--- config.mk ---
export PLATFORM = sky130hd
export DESIGN_NAME = hazard_ctrl
export DESIGN_NICKNAME = d
export VERILOG_FILES = /design/src/rtl/hazard_ctrl.sv
export SDC_FILE = /design/constraint.sdc
export NUM_CORES = 1
export LEC_CHECK = 0
export CORE_AREA = 5 5 68 95
export CTS_BUF_LIST = sky130_fd_sc_hd__clkbuf_2
export DETAILED_ROUTE_END_ITERATION = 6
export DIE_AREA = 0 0 73 100
export GPL_TIMING_DRIVEN = 0
export PLACE_DENSITY = 0.65
export SYNTH_ARGS = -nofsm -noshare
export SYNTH_HDL_FRONTEND = slang
export SYNTH_SLANG_ARGS = --single-unit
--- constraint.sdc ---
create_clock -name clk -period 8.5 [get_ports clk]
set_clock_uncertainty 0.1 [all_clocks]
set_input_delay 2.55 -clock clk [delete_from_list [all_inputs] [get_ports clk]]
set_output_delay 2.55 -clock clk [all_outputs]
set_load 0.05 [all_outputs]
--- src/rtl/hazard_ctrl.sv ---
// hazard_ctrl: pipeline sequencing controller for the 5-stage 16-bit CPU.
// Tracks in-flight destination registers (EX/DM/WB) to stall IF/ID on RAW
// hazards, flushes wrong-path work on a taken DM-stage redirect, drains the
// pipeline before halting, and counts stall cycles.
// Optional build macro: WB_RF_BYPASS_EN (write-before-read register file,
// WB slot excluded from hazard checks).
module hazard_ctrl #(
    parameter int unsigned R0_ZERO = 1,
    parameter int unsigned CNT_W   = 16
) (
    input  logic             clk,
    input  logic             rst_n,
    input  logic             id_valid,
    input  logic [3:0]       id_rs1,
    input  logic             id_rs1_used,
    input  logic [3:0]       id_rs2,
    input  logic             id_rs2_used,
    input  logic             id_we,
    input  logic [3:0]       id_dst,
    input  logic             id_hlt,
    input  logic             dm_redirect,
    output logic             pc_we,
    output logic             if_id_we,
    output logic             id_ex_bubble,
    output logic             flush_if_id,
    output logic             flush_ex_dm,
    output logic             hlt,
    output logic [CNT_W-1:0] stall_cnt
);

    typedef enum logic [1:0] {
        S_RUN,
        S_DRAIN,
        S_HALTED
    } state_e;

    typedef struct packed {
        logic       v;
        logic [3:0] dst;
    } slot_t;

    localparam logic R0_SKIP = (R0_ZERO != 0);

`ifdef WB_RF_BYPASS_EN
    localparam logic CHK_WB = 1'b0;
`else
    localparam logic CHK_WB = 1'b1;
`endif

    state_e           state_q, state_d;
    slot_t            ex_q, ex_d;
    slot_t            dm_q, dm_d;
    slot_t            wb_q, wb_d;
    logic [1:0]       drain_cnt_q, drain_cnt_d;
    logic [CNT_W-1:0] stall_cnt_q, stall_cnt_d;

    logic rs1_hz, rs2_hz, hazard, stall, issue, slots_empty;

    function automatic logic slot_hit(input slot_t s, input logic [3:0] r);
        return s.v && (s.dst == r);
    endfunction

    // RAW detection against the in-flight destination scoreboard
    always_comb begin
        rs1_hz = id_rs1_used && !(R0_SKIP && (id_rs1 == 4'd0)) &&
                 (slot_hit(ex_q, id_rs1) || slot_hit(dm_q, id_rs1) ||
                  (CHK_WB && slot_hit(wb_q, id_rs1)));
        rs2_hz = id_rs2_used && !(R0_SKIP && (id_rs2 == 4'd0)) &&
                 (slot_hit(ex_q, id_rs2) || slot_hit(dm_q, id_rs2) ||
                  (CHK_WB && slot_hit(wb_q, id_rs2)));
        hazard      = rs1_hz || rs2_hz;
        stall       = id_valid && hazard && (state_q == S_RUN);
        issue       = id_valid && (state_q == S_RUN) && !stall && !dm_redirect;
        slots_empty = !ex_q.v && !dm_q.v && !wb_q.v;
    end

    // Scoreboard advance and saturating stall counter
    always_comb begin
        ex_d.v   = issue && id_we && !(R0_SKIP && (id_dst == 4'd0));
        ex_d.dst = id_dst;
        dm_d     = dm_redirect ? '0 : ex_q;
        wb_d     = dm_q;
        stall_cnt_d = stall_cnt_q;
        if (stall && (stall_cnt_q != '1)) begin
            stall_cnt_d = stall_cnt_q + CNT_W'(1);
        end
    end

    // Halt sequencing: next state and drain counter
    always_comb begin
        state_d     = state_q;
        drain_cnt_d = drain_cnt_q;
        case (state_q)
            S_RUN: begin
                drain_cnt_d = 2'd3;
                // The HLT acceptance cycle is the first drain count, so the
                // counter enters DRAIN already at 2 and DRAIN lasts 3 cycles.
                if (issue && id_hlt) begin
                    state_d     = S_DRAIN;
                    drain_cnt_d = 2'd2;
                end
            end
            S_DRAIN: begin
                if (dm_redirect) begin
                    state_d     = S_RUN;
                    drain_cnt_d = 2'd3;
                end else if (drain_cnt_q == 2'd0) begin
                    if (slots_empty) begin
                        state_d = S_HALTED;
                    end
                end else begin
                    drain_cnt_d = drain_cnt_q - 2'd1;
                end
            end
            S_HALTED: begin
                state_d = S_HALTED;
            end
            default: begin
                state_d     = S_RUN;
                drain_cnt_d = 2'd3;
            end
        endcase
    end

    // Pipeline control outputs, forced to a safe idle while in reset
    always_comb begin
        pc_we        = 1'b0;
        if_id_we     = 1'b0;
        id_ex_bubble = 1'b1;
        flush_if_id  = 1'b0;
        flush_ex_dm  = 1'b0;
        hlt          = 1'b0;
        if (rst_n) begin
            if (state_q == S_HALTED) begin
                hlt = 1'b1;
            end else if (dm_redirect) begin
                pc_we        = 1'b1;
                if_id_we     = 1'b1;
                id_ex_bubble = 1'b1;
                flush_if_id  = 1'b1;
                flush_ex_dm  = 1'b1;
            end else if ((state_q == S_RUN) && !stall) begin
                pc_we        = 1'b1;
                if_id_we     = 1'b1;
                id_ex_bubble = 1'b0;
            end
        end
    end

    assign stall_cnt = stall_cnt_q;

    // State, scoreboard and counter registers
    always_ff @(posedge clk or negedge rst_n) begin
        if (!rst_n) begin
            state_q     <= S_RUN;
            ex_q        <= '0;
            dm_q        <= '0;
            wb_q        <= '0;
            drain_cnt_q <= 2'd3;
            stall_cnt_q <= '0;
        end else begin
            state_q     <= state_d;
            ex_q        <= ex_d;
            dm_q        <= dm_d;
            wb_q        <= wb_d;
            drain_cnt_q <= drain_cnt_d;
            stall_cnt_q <= stall_cnt_d;
        end
    end

endmodule

==> results of run 1 <==
==> critical path: cells and delay by family <==
kind / cells / cell delay (ns)
AND/OR/NAND/NOR: 1 / 0.22
buffers and inverters: 3 / 1.42
AO/OA/AOI/OAI: 4 / 1.24
==> power by group <==
part	internal, mW	total [mW]	switching, mW
Sequential	0.173	0.179	0.00603
Clock	0.0198	0.0710	0.0512
Combinational	0.0257	0.0583	0.0326
Total	0.219	0.308	0.0899
==> through the flow <==
step	setup slack (ns)	hold slack, ns	total power [mW]	area, µm²
2_1_floorplan	1.53	0.289	0.214	1810
3_3_place_gp	0.269	0.318	0.241	2300
3_5_place_dp	0.389	0.321	0.242	2300
4_1_cts	0.381	0.358	0.314	2340
5_1_grt	0.248	0.379	0.326	2340
6_report	0.425	0.351	0.308	2340
==> kinds of logic (layout without fill, tap and decap cells) <==
family,after synthesis,in the layout
compound gates,15,15
xor+xnor,40,40
simple gates,59,59
mux,1,1
flops,35,35
buf+inv,11,60
fa+ha+maj,2,2
==> placed cells by master, fill, tap and decap left out, types with 2 or more instances in the layout <==
cell	count
inv_1	7
nor2_1	7
xnor2_1	22
nor2b_1	5
nand4b_1	2
clkbuf_2	6
nand2_1	8
nor4_1	3
nand4_1	8
o21ai_0	3
buf_4	2
clkdlybuf4s50_1	40
nand3_1	5
a31oi_1	2
nor3_1	4
buf_2	2
xor2_1	18
ha_1	2
dfstp_2	2
nand3_2	4
dfrtp_1	33
clkinv_1	2
a21oi_1	3
or4_1	2
and3_1	5
==> final timing paths <==
kind,startpoint,endpoint,slack (ns),depth (start not counted)
min,dm_q[3]$_DFF_PN0_,wb_q[3]$_DFF_PN0_,0.35,0
min in group asynchronous,rst_n,stall_cnt[4]$_DFFE_PN0P_,2.17,1
max in group asynchronous,rst_n,stall_cnt[11]$_DFFE_PN0P_,5.60,1
max,id_rs1[0],pc_we,0.42,8
max reg2reg,stall_cnt[0]$_DFFE_PN0P_,stall_cnt[13]$_DFFE_PN0P_,6.23,8
min reg2reg,dm_q[3]$_DFF_PN0_,wb_q[3]$_DFF_PN0_,0.35,0
==> state kept, by name, summed over array words and instances (netlist names) <==
signal,flops
stall_cnt,16
dm_q,5
ex_q,5
wb_q,5
drain_cnt_q,2
state_q,2
==> layout make-up <==
cell class | count | area, µm² | share of cell area [%]
Inverter | 7 | 26.3 | 1.12
Tap cell | 68 | 85.1 | 3.64
Sequential cell | 35 | 878 | 37.6
Timing Repair Buffer | 41 | 405 | 17.4
Multi-Input combinational cell | 117 | 872 | 37.3
Clock buffer | 6 | 30.0 | 1.29
Clock inverter | 2 | 7.51 | 0.321
Buffer | 4 | 31.3 | 1.34
==> routing by layer <==
metal | vias up | GRT usage [%]
met4 | 0 | 4.26
met5 | - | 0
met3 | 5 | 3.41
met2 | 39 | 21.2
li1 | 662 | -
met1 | 642 | 13.5
==> out/summary.txt, run 1 <==
WL/cell: 14.4 µm
Final min period: 8.08 ns
Xor/xnor share of the synthesized area: 19.4%
Drt via density: 4.81
Synthesized area: 1810 µm²
Die footprint: 7300 µm²
Dpl cells: 272
Cell Chain, Critical Path: clkdlybuf4s50_1, o41ai_2, nand4b_1, o2111ai_4, a21oi_1, o211a_1, buf_4, clkdlybuf4s50_1
Synthesis Warnings: 0
Crit-path max FO: 8
Most frequent cells after synthesis: 33 x dfrtp_1, 22 x xnor2_1, 18 x xor2_1
Post-Synth Simple-Gate Area: 19.7%
Routed via count: 1348
Die X: 73 µm
Number of synthesized register bits: 35
Worst vdd ir: 0.0966 mV
Mapped Cells: 163
Root buffer cell: clkbuf_2
Routability Congestion: 0.759
Adder and majority gate portion of the synthesized area: 1.38%
Largest family of logic cells by synthesized area: simple AND/OR/NAND/NOR gates
First-pass DRT Iterations: 4
Core Box Area: 5450 µm²
CP Data Arrival Time: 5.43 ns
Worst Max-Slew Pin Slew: 0.845 ns
Total Routing Usage GR: 12.0%
Seq/Total Area, Yosys: 48.6%
RSZ-0062 raised after global routing: false
H-tree levels: 2
Post-synth top area share: 45.7%
Row count: 32
Latest clock arrival within the worst-skew pair: 0.36 ns
Ports: 42
Routed WL: 4.04 mm
Fin nets: 233
Met2 routed WL: 2.13 mm
Multiplexer share of the synthesized area: 0.623%
Most frequent cell after synthesis: dfrtp_1
Top cell by count, worst path: clkdlybuf4s50_1
Pleak: 0.975 nW
Cell Pwr Density: 132 nW/µm²
Asr flop ratio synth: 100%
Starting DRT DRC Count: 55
Synth-to-layout area growth: 29.2%
Share of cells above drive strength 1: 10.8%
Synth area leaders: dfrtp_1 46%, xnor2_1 11%, xor2_1 8.7%, dfstp_2 2.9%, nand4_1 2.8%
Final setup TNS: 0 ns
Fillers: 555
Num CTS Buffers: 5
CTS Sinks: 35
CTS Buffer Depth: 2
Grt ovf: 0
Type of origin of the critical path: primary input
Main synth FF type: dfrtp_1
Fin. Hold Viols: 0
# setup viols final: 0
Syn_area_per_cell: 11.1 µm²
Slowest CP cell: clkdlybuf4s50_1
WL met1: 1.62 mm
Final cell count without fillers: 280
Req. time, crit path: 5.85 ns
Pins Over Slew Limit: 0
Max_cap viols: 0
Area leader, netlist: dfrtp_1
Synth Area in Compound Gates: 7.20%
First-pass GRT wire length: 6.73 mm
Slew Limit Headroom: 43.7%
Vias in the first global route: 1455
CP peak stage delay: 0.79 ns
Mapped Nets: 185
Hold/Removal Path Class: flop to flop
# diodes: 0
DR WL met3: 223 µm
Antenna-violating nets left: 0
CTS tree: built
Hold buffer count at CTS: 0
Clock Pin Slew Worst Setup and Hold Paths: 0.16 ns
CP Capture Type: primary output
Initial antenna violation count: 0
Port buffer count: 41
Highest metal used: met4
Initial Util: 33.2%
Post-CTS Resized: 0
DRC: 0
Largest net degree at the start of global routing: 40
Critical path class: primary input to primary output
Final Util: 42.9%
Outcome: completed
Fin crit share: 95.0%
Post-CTS setup buffers: 0
Fmax: 0.124 GHz
Die Y-Extent: 100 µm
Post-synthesis cell type count: 37
Post-DP HPWL: 3.12 mm
EDFF count, synth: 0
No activity file was read; power rests on OpenSTA's default activity.
==> inputs of run 2 (changes only) <==
==> config.mk (replaced) <==
export PLATFORM = sky130hd
export DESIGN_NAME = hazard_ctrl
export DESIGN_NICKNAME = d
export VERILOG_FILES = /design/src/rtl/hazard_ctrl.sv
export SDC_FILE = /design/constraint.sdc
export NUM_CORES = 1
export LEC_CHECK = 0
export ABC_AREA = 1
export ABC_CLOCK_PERIOD_IN_PS = 8500
export CORE_AREA = 5 5 73 102
export CTS_BUF_LIST = sky130_fd_sc_hd__clkbuf_2
export DETAILED_ROUTE_END_ITERATION = 6
export DIE_AREA = 0 0 78 107
export GPL_TIMING_DRIVEN = 0
export PLACE_DENSITY = 0.63
export SETUP_SLACK_MARGIN = 0.4
export SYNTH_ARGS = -nofsm -noshare
export SYNTH_HDL_FRONTEND = slang
export SYNTH_SLANG_ARGS = --single-unit
==> out/summary.txt, run 2 <==
Outcome: completed (unchanged)
Final min period: 7.61 ns (was 8.08 ns)
Vias in the first global route: 1921 (was 1455)
Synth area leaders: dfrtp_1 39%, nand2_1 16%, nand3_1 7.4%, nor2_1 6.4%, xnor2_1 5.4% (was dfrtp_1 46%, xnor2_1 11%, xor2_1 8.7%, dfstp_2 2.9%, nand4_1 2.8%)
Worst Max-Slew Pin Slew: 0.844 ns (was 0.845 ns)
Antenna-violating nets left: 0 (unchanged)
Clock power frac: 19.1% (was 23.0%)
Fin nets: 353 (was 233)
Pins Over Slew Limit: 0 (unchanged)
Post-synthesis cell type count: 31 (was 37)
Top cell by count, worst path: nand2_1 (was clkdlybuf4s50_1)
Crit path buffers/inverters: 4 (was 3)
Cell Pwr Density: 145 nW/µm² (was 132 nW/µm²)
Sw frac: 36.3% (was 29.1%)
Slowest CP cell: clkdlybuf4s50_1 (unchanged)
Int Pwr: 245 µW (was 219 µW)
Final Util: 41.1% (was 42.9%)
Leading cell type in the layout, fill and taps excluded: nand2_1 (was clkdlybuf4s50_1)
Grt ovf: 0 (unchanged)
Total chip power: 384 µW (was 308 µW)
Slew Limit Headroom: 43.7% (about the same)
Asr flop ratio synth: 100% (unchanged)
Pleak: 1.35 nW (was 0.975 nW)
Type of origin of the critical path: primary input (unchanged)
Hold path endpoint: wb_q[0]$_DFF_PN0_ (was wb_q[3]$_DFF_PN0_)
Seq pwr share: 50.2% (was 58.1%)
Post-Synth Simple-Gate Area: 37.3% (was 19.7%)
Critical path class: primary input to primary output (unchanged)
Adder and majority gate portion of the synthesized area: 1.19% (was 1.38%)
Starting DRT DRC Count: 102 (was 55)
Most frequent cells in the layout: 92 x nand2_1, 40 x clkdlybuf4s50_1, 36 x nor2_1 (was 40 x clkdlybuf4s50_1, 33 x dfrtp_1, 22 x xnor2_1)
Reg2reg setup slack: 6.29 ns (was 6.23 ns)
WL/cell: 12.8 µm (was 14.4 µm)
FF-to-FF path depth: 12 (was 8)
Routed WL: 5.22 mm (was 4.04 mm)
Routed via count: 1941 (was 1348)
CP Data Arrival Time: 4.96 ns (was 5.43 ns)
Initial Util: 32.8% (was 33.2%)
Synth-to-layout area growth: 25.5% (was 29.2%)
Worst Setup Slack, final: 0.894 ns (was 0.425 ns)
Post-CTS Resized: 0 (unchanged)
Seq/Total Area, Yosys: 41.7% (was 48.6%)
Max_cap viols: 0 (unchanged)
Crit-path max FO: 5 (was 8)
Top delay family on crit path: buffers and inverters (unchanged)
Post-route cell area: 2650 µm² (was 2340 µm²)
Most frequent cells after synthesis: 92 x nand2_1, 36 x nor2_1, 33 x dfrtp_1 (was 33 x dfrtp_1, 22 x xnor2_1, 18 x xor2_1)
First-pass GRT wire length: 9.00 mm (was 6.73 mm)
Syn_area_per_cell: 7.45 µm² (was 11.1 µm²)
Area leader, netlist: dfrtp_1 (unchanged)
# setup viols final: 0 (unchanged)
Cell Area, Placed: 2610 µm² (was 2300 µm²)
Clock Pin Slew Worst Setup and Hold Paths: 0.16 ns (about the same)
Post-DP HPWL: 3.94 mm (was 3.12 mm)
Die footprint: 8350 µm² (was 7300 µm²)
Fin. Hold Viols: 0 (unchanged)
H-tree levels: 2 (unchanged)
Fillers: 663 (was 555)
Synthesis Warnings: 0 (unchanged)
Max FFs per register: 16 (unchanged)
Main synth FF type: dfrtp_1 (unchanged)
End of the worst register-to-register path: stall_cnt[9]$_DFFE_PN0P_ (was stall_cnt[13]$_DFFE_PN0P_)
Total Routing Usage GR: 13.3% (was 12.0%)
Xor/xnor share of the synthesized area: 8.31% (was 19.4%)
Latest clock arrival within the worst-skew pair: 0.36 ns (about the same)
Fmax: 0.131 GHz (was 0.124 GHz)
Root buffer cell: clkbuf_2 (unchanged)
Core Box Area: 6440 µm² (was 5450 µm²)
CTS tree: built (unchanged)
Multiplexer share of the synthesized area: 0% (was 0.623%)
Initial antenna violation count: 0 (unchanged)
Mapped Nets: 305 (was 185)
Die X: 78 µm (was 73 µm)
Post-synth top area share: 39.2% (was 45.7%)
Cell Chain, Critical Path: clkdlybuf4s50_1, inv_2, nor2_1, nor2_1, nand3_1, nand3_1, nand2_1, nand2_1, nand2_2, nand2_1, a21oi_1, buf_4, clkdlybuf4s50_1 (was clkdlybuf4s50_1, o41ai_2, nand4b_1, o2111ai_4, a21oi_1, o211a_1, buf_4, clkdlybuf4s50_1)
Synthesized area: 2110 µm² (was 1810 µm²)
RSZ-0062 raised after global routing: false (unchanged)
Most frequent cell after synthesis: nand2_1 (was dfrtp_1)
Final setup TNS: 0 ns (unchanged)
Hold/Removal Path Class: flop to flop (unchanged)
Synth Area in Compound Gates: 3.15% (was 7.20%)
Die Y-Extent: 107 µm (was 100 µm)
CP peak stage delay: 0.78 ns (was 0.79 ns)
First-pass DRT Iterations: 4 (unchanged)
Logic pwr share: 30.6% (was 18.9%)
Num CTS Buffers: 5 (unchanged)
Largest family of logic cells by synthesized area: simple AND/OR/NAND/NOR gates (unchanged)
Psw: 139 µW (was 89.9 µW)
CTS Sinks: 35 (unchanged)
Worst vdd ir: 0.0578 mV (was 0.0966 mV)
Routability Congestion: 0.903 (was 0.759)
Ports: 42 (unchanged)
EDFF count, synth: 0 (unchanged)
# diodes: 0 (unchanged)
Hold Startpoint: dm_q[0]$_DFF_PN0_ (was dm_q[3]$_DFF_PN0_)
CP Capture Type: primary output (unchanged)
Port buffer count: 41 (unchanged)
Worst hold stages: 0 (unchanged)
Mapped Cells: 283 (was 163)
Hold buffer count at CTS: 0 (unchanged)
Largest net degree at the start of global routing: 39 (was 40)
Post-CTS setup buffers: 0 (unchanged)
Share of cells above drive strength 1: 8.43% (was 10.8%)
Req. time, crit path: 5.85 ns (about the same)
DRC: 0 (unchanged)
Place WS: 0.882 ns (was 0.389 ns)
Reg2reg start: stall_cnt[0]$_DFFE_PN0P_ (unchanged)
Number of synthesized register bits: 35 (unchanged)
Drt via density: 4.78 (was 4.81)
CTS Buffer Depth: 2 (unchanged)
Fin crit share: 89.5% (was 95.0%)
Row count: 35 (was 32)
-- run 2: changes by cell type after synthesis, sizes merged, moves of 5 or more --
cell	before	now
xor2	18	7
xnor2	22	13
inv	7	32
nand3	9	32
nand2	9	94
nor2b	5	0
and3	5	0
nor2	7	38
-- run 2: metal layers --
layer  vias to the layer above  routed length [µm]  GRT usage, %
li1                        980                   -             -
met1                       910                2250          16.2
met2                        44                2610          23.0
met3                         7                 274          3.19
met4                         0                  81          4.23
met5                         -                   0             0
-- run 2: how the worst max path moves through the flow --
| stage | start | endpoint | slack, ns | cells past startpoint |
|---|---|---|---|---|
| after floorplan | id_rs2[3] | pc_we | 1.54 | 10 |
| after global placement | rst_n | pc_we | 0.24 | 5 |
| after detailed placement | id_rs1[0] | pc_we | 0.88 | 14 |
| after CTS | id_rs1[0] | pc_we | 0.87 | 14 |
| after global routing | id_rs1[3] | pc_we | 0.75 | 13 |
| final | id_rs2[3] | pc_we | 0.89 | 13 |
-- run 2: logic make-up (layout without fill, tap and decap cells) --
logic type / Yosys count / count (layout)
XOR/XNOR: 20 / 20
buffers and inverters: 38 / 87
adder cells (fa/ha/maj): 2 / 2
AND/OR/NAND/NOR: 177 / 177
flip-flops: 35 / 35
AO/OA/AOI/OAI: 11 / 11
-- run 2: stage by stage --
step | hold slack, ns | std cells
2_1_floorplan | 0.286 | 283
3_3_place_gp | 0.304 | 398
3_5_place_dp | 0.306 | 398
4_1_cts | 0.346 | 406
5_1_grt | 0.369 | 406
6_report | 0.344 | 406
-- run 2: power groups by stage --
stage / Combinational, mW / Sequential [mW] / Clock [mW]
after floorplan: 0.0686 / 0.203 / 0
after global placement: 0.118 / 0.196 / 0
after detailed placement: 0.118 / 0.196 / 0
after CTS: 0.119 / 0.193 / 0.0786
after global routing: 0.130 / 0.196 / 0.0873
final: 0.118 / 0.193 / 0.0735
-- run 2: cell type report --
cell class / count / area (µm²) / share of cell area (%)
well taps: 74 / 92.6 / 3.50
multi-input cells: 210 / 1050 / 39.8
repair buffers: 41 / 405 / 15.3
clock buffers: 6 / 30.0 / 1.14
plain buffers: 6 / 56.3 / 2.13
clock inverters: 2 / 8.76 / 0.331
flip-flops and latches: 35 / 878 / 33.2
inverters: 32 / 120 / 4.54
-- run 2: worst register-to-register path: cells and delay by family (launching register included) --
family	cells	cell delay (ns)
and+or+nand+nor	8	1.02
DFF	1	0.48
buffers and inverters	3	0.34
adders and majority gates	1	0.23
==> inputs of run 3 (changes only) <==
--- a/config.mk
+++ b/config.mk
@@ -7,6 +7,7 @@
 export LEC_CHECK = 0
 export ABC_AREA = 1
 export ABC_CLOCK_PERIOD_IN_PS = 8500
+export CAP_MARGIN = 20
 export CORE_AREA = 5 5 73 102
 export CTS_BUF_LIST = sky130_fd_sc_hd__clkbuf_2
 export DETAILED_ROUTE_END_ITERATION = 6
@@ -14,6 +15,7 @@
 export GPL_TIMING_DRIVEN = 0
 export PLACE_DENSITY = 0.63
 export SETUP_SLACK_MARGIN = 0.4
+export SLEW_MARGIN = 20
 export SYNTH_ARGS = -nofsm -noshare
 export SYNTH_HDL_FRONTEND = slang
 export SYNTH_SLANG_ARGS = --single-unit
==> out/summary.txt, run 3 (synthesis gave the netlist of run 2 again) <==
Largest net degree at the start of global routing: 33 (was 39)
Drt via density: 4.83 (was 4.78)
Clock Pin Slew Worst Setup and Hold Paths: 0.17 ns (was 0.16 ns)
Share of cells above drive strength 1: 8.71% (was 8.43%)
Pins Over Slew Limit: 0 (unchanged)
Port buffer count: 41 (unchanged)
H-tree levels: 2 (unchanged)
First-pass DRT Iterations: 4 (unchanged)
Fin. Hold Viols: 0 (unchanged)
Total Routing Usage GR: 13.4% (was 13.3%)
DRC: 0 (unchanged)
Worst vdd ir: 0.0573 mV (was 0.0578 mV)
Post-CTS setup buffers: 0 (unchanged)
Req. time, crit path: 5.85 ns (about the same)
Worst Max-Slew Pin Slew: 0.503 ns (was 0.844 ns)
Leading cell type in the layout, fill and taps excluded: nand2_1 (unchanged)
CTS Buffer Depth: 2 (unchanged)
Routed via count: 1967 (was 1941)
Type of origin of the critical path: primary input (unchanged)
Slowest CP cell: clkdlybuf4s50_1 (unchanged)
Worst Setup Slack, final: 0.880 ns (was 0.894 ns)
# setup viols final: 0 (unchanged)
Outcome: completed (unchanged)
Initial antenna violation count: 0 (unchanged)
Hold buffer count at CTS: 0 (unchanged)
First-pass GRT wire length: 9.00 mm (unchanged)
Routed WL: 5.27 mm (was 5.22 mm)
CP Capture Type: primary output (unchanged)
Die X: 78 µm (unchanged)
Grt ovf: 0 (unchanged)
Initial Util: 32.8% (unchanged)
Place WS: 0.887 ns (was 0.882 ns)
Die footprint: 8350 µm² (unchanged)
Fmax: 0.131 GHz (about the same)
Multi-input gate area: 1050 µm² (unchanged)
Vias in the first global route: 1913 (was 1921)
Fin crit share: 89.7% (was 89.5%)
Final min period: 7.62 ns (was 7.61 ns)
Cell Pwr Density: 145 nW/µm² (about the same)
Cell Area, Placed: 2630 µm² (was 2610 µm²)
Reg2reg setup slack: 6.28 ns (was 6.29 ns)
Fillers: 670 (was 663)
Levels on crit path: 13 (unchanged)
CP peak stage delay: 0.79 ns (was 0.78 ns)
Final setup TNS: 0 ns (unchanged)
Core Box Area: 6440 µm² (unchanged)
CTS tree: built (unchanged)
Routability Congestion: 0.903 (unchanged)
Row count: 35 (unchanged)
Fin nets: 354 (was 353)
Critical path class: primary input to primary output (unchanged)
Cell Chain, Critical Path: clkdlybuf4s50_1, inv_2, nor2_1, nor2_1, nand3_1, nand3_1, nand2_1, nand2_1, nand2_2, nand2_1, a21oi_1, buf_4, clkdlybuf4s50_1 (unchanged)
Crit-path max FO: 5 (unchanged)
Crit path buffers/inverters: 4 (unchanged)
Top delay family on crit path: buffers and inverters (unchanged)
WL/cell: 12.9 µm (was 12.8 µm)
# diodes: 0 (unchanged)
Hold/Removal Path Class: flop to flop (unchanged)
RSZ-0062 raised after global routing: false (unchanged)
Most frequent cells in the layout: 92 x nand2_1, 40 x clkdlybuf4s50_1, 36 x nor2_1 (unchanged)
Latest clock arrival within the worst-skew pair: 0.37 ns (was 0.36 ns)
Pleak: 1.36 nW (was 1.35 nW)
Max_cap viols: 0 (unchanged)
Worst hold stages: 0 (unchanged)
Post-CTS Resized: 0 (unchanged)
Num CTS Buffers: 5 (unchanged)
Ports: 42 (unchanged)
Starting DRT DRC Count: 76 (was 102)
Antenna-violating nets left: 0 (unchanged)
CP Data Arrival Time: 4.97 ns (was 4.96 ns)
CTS Sinks: 35 (unchanged)
Max FFs per register: 16 (unchanged)
FF-to-FF path depth: 12 (unchanged)
Slew Limit Headroom: 66.4% (was 43.7%)
Post-DP HPWL: 4.01 mm (was 3.94 mm)
Die Y-Extent: 107 µm (unchanged)
Post-route cell area: 2670 µm² (was 2650 µm²)
Synth-to-layout area growth: 26.4% (was 25.5%)
Top cell by count, worst path: nand2_1 (unchanged)
Root buffer cell: clkbuf_2 (unchanged)
Reg area: 878 µm² (unchanged)
## run 3: cell types whose count changed in the layout (fill, tap and decap cells not counted), sizes merged
cell	change
buf	+1
## run 3: power by group
part	internal [mW]	total, mW	switching [mW]	leakage, nW
combinational	0.0439	0.119	0.0747	0.865
clock	0.0203	0.0752	0.0549	0.0304
sequential	0.181	0.193	0.0118	0.461
## run 3: worst register-to-register path, delay by kind of cell (launching register included)
kind	cells	cell delay, ns
AND/OR/NAND/NOR	8	1.01
flip-flops	1	0.48
buffers and inverters	3	0.35
adder cells (fa/ha/maj)	1	0.23
## run 3: layer usage
metal  GRT usage [%]  up-vias  routed length, µm
met5               0        -                  0
met4            4.83        0                129
met3            3.78        9                278
met2            22.3       53               2500
met1            16.4      922               2360
li1                -      983                  -
## run 3: stage by stage
| step | utilization, % | hold WS [ns] | instances | power (mW) |
|---|---|---|---|---|
| after floorplan | - | 0.286 | 283 | 0.271 |
| after global placement | 40.6 | 0.304 | 398 | 0.313 |
| after detailed placement | 40.8 | 0.309 | 399 | 0.315 |
| after CTS | 41.4 | 0.348 | 407 | 0.393 |
| after global routing | 41.4 | 0.366 | 407 | 0.417 |
| final | 41.4 | 0.345 | 407 | 0.387 |
## run 3: final cells by class
class	count	share of cell area (%)
Inverter	32	4.51
Tap cell	74	3.47
Clock buffer	6	1.13
Clock inverter	2	0.329
Timing Repair Buffer	42	16.0
Buffer	6	2.11
Multi-Input combinational cell	210	39.5
Sequential cell	35	33.0
## run 3: final timing paths
check                                         start                          to
max                                       id_rs2[3]                       pc_we
min                               dm_q[0]$_DFF_PN0_           wb_q[0]$_DFF_PN0_
max reg2reg                stall_cnt[0]$_DFFE_PN0P_    stall_cnt[5]$_DFFE_PN0P_
min reg2reg                       dm_q[0]$_DFF_PN0_           wb_q[0]$_DFF_PN0_
max in group asynchronous                     rst_n  drain_cnt_q[1]$_DFFE_PN1P_
min in group asynchronous                     rst_n           wb_q[3]$_DFF_PN0_
